`config.mk`:
```
export PLATFORM = sky130hd
export DESIGN_NAME = sat_counter
export DESIGN_NICKNAME = d
export VERILOG_FILES = /design/src/rtl/sat_counter.sv
export SDC_FILE = /design/constraint.sdc
export NUM_CORES = 1
export LEC_CHECK = 0
export CELL_PAD_IN_SITES_DETAIL_PLACEMENT = 1
export CELL_PAD_IN_SITES_GLOBAL_PLACEMENT = 1
export CORE_MARGIN = 4
export CORE_UTILIZATION = 33
export DETAILED_ROUTE_END_ITERATION = 10
export PLACE_DENSITY_LB_ADDON = 0.25
export SLEW_MARGIN = 20
export SYNTH_ARGS = -nofsm -noshare
export SYNTH_HDL_FRONTEND = slang
export SYNTH_SLANG_ARGS = --single-unit
export TNS_END_PERCENT = 10
```
`constraint.sdc`:
```
create_clock -name clk_i -period 1.8 [get_ports clk_i]
set_clock_uncertainty 0.1 [all_clocks]
set_input_delay 0.36 -clock clk_i [delete_from_list [all_inputs] [get_ports clk_i]]
set_output_delay 0.36 -clock clk_i [all_outputs]
set_load 0.01 [all_outputs]
```
`src/rtl/sat_counter.sv`:
```
// rtl/sat_counter.sv - up counter with enable and sync clear that sticks at all-ones
module sat_counter #(
   parameter int W = 8
) (
   input  logic         clk_i,
   input  logic         clr_i,
   input  logic         en_i,
   output logic [W-1:0] count_o
);

   logic [W-1:0] count_q;
   logic [W-1:0] count_d;

   always_comb begin
      count_d = count_q;
      if (en_i && (count_q != '1)) begin
         count_d = count_q + 1'b1;
      end
   end

   always_ff @(posedge clk_i) begin
      if (clr_i) begin
         count_q <= '0;
      end else begin
         count_q <= count_d;
      end
   end

   assign count_o = count_q;

endmodule

```
# == Word level (Yosys, flattened, before mapping) ==
# Index checks and enable logic that the tools add are counted.
# op_classes
addsub,1
mul,0
div,0
magnitude_cmp,0
eq_ne,1
n_shift,0
muxes,0
n_bitwise,0
n_reduce_logical,1
# op_table
operator,n
$add 8x1->8 const B,1
$ne 8x8->1 const B,1
$logic_and 1x1->1,1
# word_totals
ff_bits,8
latchBits,0
ramBits,0
mem_bits_ro,0
in_bits,3
out_inout_bits,8
word_cells,4
mem_count,0

# == Depth between registers and ports, before layout ==
# depth
depth_word,2
ltp_mapped,4
ltp_nobuf,4

# == Worst setup path after synthesis ==
# Ideal clock, no wire load.
# synth_timing
path_kind,flip-flop to flip-flop
startpoint,register count_q[0] (netlist: count_o[0])
endpoint,register count_q[0] (netlist: count_o[0])
setup_time_ns,0.121
arrival_time_ns,1.272
t_required_ns,1.579
setup_slack_ns,0.307
path_stages_with_launch,5
path_buffers,0
cell_sequence,dfxtp_1 -> ha_1 -> and3_4 -> a21boi_4 -> mux2_4
# synth_between
elab_chain_cells,2
word_cells_on_any_way,3
# synth_lines
element,line_no,text
from (decl),11,logic [W-1:0] count_q;
from (signal assigned),25,count_q <= count_d;
branches (longest 2 deep; another with $add 8x1->8),n/a,
# Several ways; the timed one is not identified.
# A chain may end at the register's enable or synchronous reset.

# == Final worst setup path ==
# layout_timing
startpoint,register count_q[2] (netlist: count_o[2])
endpoint,output count_o[2]
# layout_rtl
element,line_no,text
to (decl),8,output logic [W-1:0] count_o
# No word-level cell between the ends.

==> results.py <==
metrics = {
    "status": {
        "status": "completed",
    },
    "placed_design": {
        "io_buffer_count": 10,
        "pre_cts_slack_ns": 0.0507,
        "dp_hpwl_microns": 748,
        "gp_congestion": 0.758,
        "dp.cells": 70,
    },
    "sta": {
        "final_hold_viol_count": 0,
        "setup_viol": 0,
        "maxSlewHeadroom_pct": 80.7,
        "setup_tns_ns": 0,
        "slew_violations": 0,
        "rsz0062_at_grt": "false",
        "fmax_mhz": 568,
        "period_needed_ns": 1.76,
        "fin_crit_sh_pct": 97.8,
        "final.setup.worst_slack_ns": 0.0402,
        "worst_slew_pin_slew_ns": 0.289,
    },
    "power_and_ir_drop": {
        "power_frac_clock_pct": 38.4,
        "power_switching_w": 0.0000876,
        "p_seq_share_pct": 51.1,
        "p_int_w": 0.000281,
        "power_frac_comb_pct": 10.5,
        "switching_share_pct": 23.8,
        "ir_drop_v": 0.000369,
        "power_density_mw_per_mm2": 649,
        "leakage_nw": 0.206,
    },
    "critical_path": {
        "crit_chain": "clkdlybuf4s50_1",
        "slowest_delay_ns": 0.59,
        "reg2reg_depth": 4,
        "endpoint_kind": "output port",
        "arrival_ns": 1.30,
        "cp-endpoint": "count_o[2]",
        "rrSetupSlack_ns": 0.24,
        "r2r_end": "count_o[0]$_SDFFE_PP0P_",
        "critPathMaxFanout": 8,
        "start_kind": "flip-flop",
        "crit_required_ns": 1.34,
        "critPathBufInv": 1,
        "timing.rr.start": "count_o[0]$_SDFFE_PP0P_",
        "cpMaxStageDelayCell": "clkdlybuf4s50_1",
        "cpLargestDelayFamily": "buffers and inverters",
        "cp.depth": 1,
        "startpoint": "count_o[2]$_SDFFE_PP0P_",
        "crit_type": "flip-flop to output port",
    },
    "floorplan": {
        "start_util_pct": 36.8,
        "rows": 12,
        "core_area_sq_mm": 0.00117,
        "die_h_microns": 44.1,
        "die_area_sq_mm": 0.00195,
        "die_w_microns": 44.1,
        "pin_count": 11,
    },
    "grt": {
        "antenna_found_initial": 0,
        "grt_use_met1_pct": 16.7,
        "grt_start_max_net_pins": 9,
        "busiest_layer": "met1",
        "grt_pass1_wl_microns": 1740,
        "track_usage_pct": 12.3,
        "grt_pass1_vias": 378,
        "use_met3_pct": 3.25,
        "grt.met2_usage_pct": 16.3,
        "grt_overflow": 0,
    },
    "yosys": {
        "synth_warnings": 0,
        "syn-cell-area_sq_um": 430,
        "synth_seq_area_share_pct": 37.2,
        "ys_types": 25,
        "synth_fp_nets": 50,
        "synth-seq-cells": 8,
        "synth.avg_cell_area_sq_um": 9.36,
        "synthCells": 46,
    },
    "drt": {
        "routed_wl_microns": 1020,
        "drtIter0Drc": 4,
        "antenna_left": 0,
        "drcViolationCount": 0,
        "viasPerCell": 5.55,
        "wl_per_cell_microns": 13.9,
        "vias": 405,
        "drt_pass1_iterations": 2,
    },
    "finish": {
        "num_antenna_cells": 0,
        "area_growth_pct": 32.0,
        "layout_commonest_cell": "clkdlybuf4s50_1",
        "final_cell_mix": "clkdlybuf4s50_1, dfxtp_1, a21oi_1, nand2_1, clkbuf_4",
        "fill_cells": 150,
        "instances_no_fill": 73,
        "largest_reg_flops": 8,
        "drive_gt1_share_pct": 16.9,
        "final_nets": 65,
    },
    "hold_path": {
        "hp-start": "count_o[3]$_SDFFE_PP0P_",
        "min_path_type": "flip-flop to flip-flop",
        "hold_depth": 2,
    },
    "clock_tree": {
        "cts_root_buffer": "clkbuf_4",
        "cts_inserted_buffers": 3,
        "clock_sinks": 8,
        "clockBufferDepth": 2,
        "ctsHoldBuffers": 0,
        "cts.clk_slew.worst_paths_ns": 0.06,
        "cts_tree": "yes",
        "htreeDepth": 1,
        "insertion_delay_ns": 0.26,
    },
    "flow_run": {
        "cap_violations": 0,
    },
}
[worst min path at each step]
| stage | end | slack, ns |
|---|---|---|
| finish | count_o[3]$_SDFFE_PP0P_ | 0.41 |
| detailed placement | count_o[1]$_SDFFE_PP0P_ | 0.41 |
| floorplan | count_o[7]$_SDFFE_PP0P_ | 0.33 |
| CTS | count_o[5]$_SDFFE_PP0P_ | 0.42 |
| global route | count_o[3]$_SDFFE_PP0P_ | 0.43 |
| global placement | count_o[5]$_SDFFE_PP0P_ | 0.40 |
[power by group through the flow]
stage | sequential, W | combinational, W | clock [W]
3_3_place_gp | 0.000192 | 0.0000381 | 0
4_1_cts | 0.000188 | 0.0000389 | 0.000145
2_1_floorplan | 0.000193 | 0.0000156 | 0
3_5_place_dp | 0.000192 | 0.0000387 | 0
6_report | 0.000188 | 0.0000389 | 0.000141
5_1_grt | 0.000190 | 0.0000433 | 0.000150
[area by class of cell]
cell class,count,area (sq um),share of cell area (%)
Timing Repair Buffer,11,108,18.9
Tap cell,14,17.5,3.08
Multi-Input combinational cell,36,255,44.9
Inverter,1,3.75,0.661
Clock buffer,3,22.5,3.96
Sequential cell,8,161,28.4
[Yosys cell counts]
cell type | number | share of area, %
a31oi_1 | 1 | 1.5
mux2i_1 | 1 | 2.3
a21oi_1 | 5 | 5.8
nor3_1 | 2 | 2.3
a21boi_4 | 1 | 4.4
o311a_1 | 1 | 2.3
inv_1 | 1 | 0.87
and2b_2 | 1 | 2.0
and3_4 | 1 | 2.6
and4_1 | 2 | 4.1
a311oi_1 | 1 | 2.0
mux2_4 | 1 | 3.5
nand4_1 | 2 | 2.9
ha_1 | 1 | 2.9
buf_6 | 1 | 2.6
nand2b_1 | 1 | 1.5
nand2_1 | 5 | 4.4
o21bai_1 | 2 | 3.5
a211oi_1 | 2 | 3.5
or3_2 | 1 | 1.7
nor2_1 | 1 | 0.87
o21ai_1 | 1 | 1.2
a21boi_0 | 1 | 1.7
nand3_1 | 2 | 2.3
dfxtp_1 | 8 | 37
[logic make-up (layout without fill, tap and decap cells)]
family | after synthesis | in the layout | share of synthesized area [%]
compound gates | 15 | 15 | 25.9
fa+ha+maj | 1 | 1 | 2.91
buf+inv | 2 | 15 | 3.49
flops | 8 | 8 | 37.2
mux | 2 | 2 | 5.81
simple gates | 18 | 18 | 24.7
[per-stage QoR]
stage	total power, W	cell area, sq um	hold slack [ns]	utilization (%)
after CTS	0.000372	567	0.420	48.4
after floorplan	0.000208	430	0.332	-
after global routing	0.000383	568	0.434	48.5
after detailed placement	0.000230	544	0.408	46.5
after global placement	0.000230	544	0.401	46.5
final	0.000369	568	0.406	48.5
[timing repair]
item | in CTS | in global routing
endpoints found under the setup margin | 0 | 1
setup buffers | 0 | 0
gates resized for setup | 0 | 1
endpoints found under the hold margin | 0 | 0
[worst min-delay path: stages, from the launching register on]
cell and delay, ns:
dfxtp_2 0.35, nand2_1 0.07, o21ai_1 0.05
[per-layer routing]
| layer | part of all wire, % | wire [microns] | up-vias |
|---|---|---|---|
| met5 | 0 | 0 | - |
| met2 | 37 | 372 | 13 |
| li1 | - | - | 206 |
| met3 | 6.5 | 66 | 3 |
| met4 | 2.3 | 23 | 0 |
| met1 | 54 | 553 | 183 |
No activity file was read; power rests on OpenSTA's default activity.
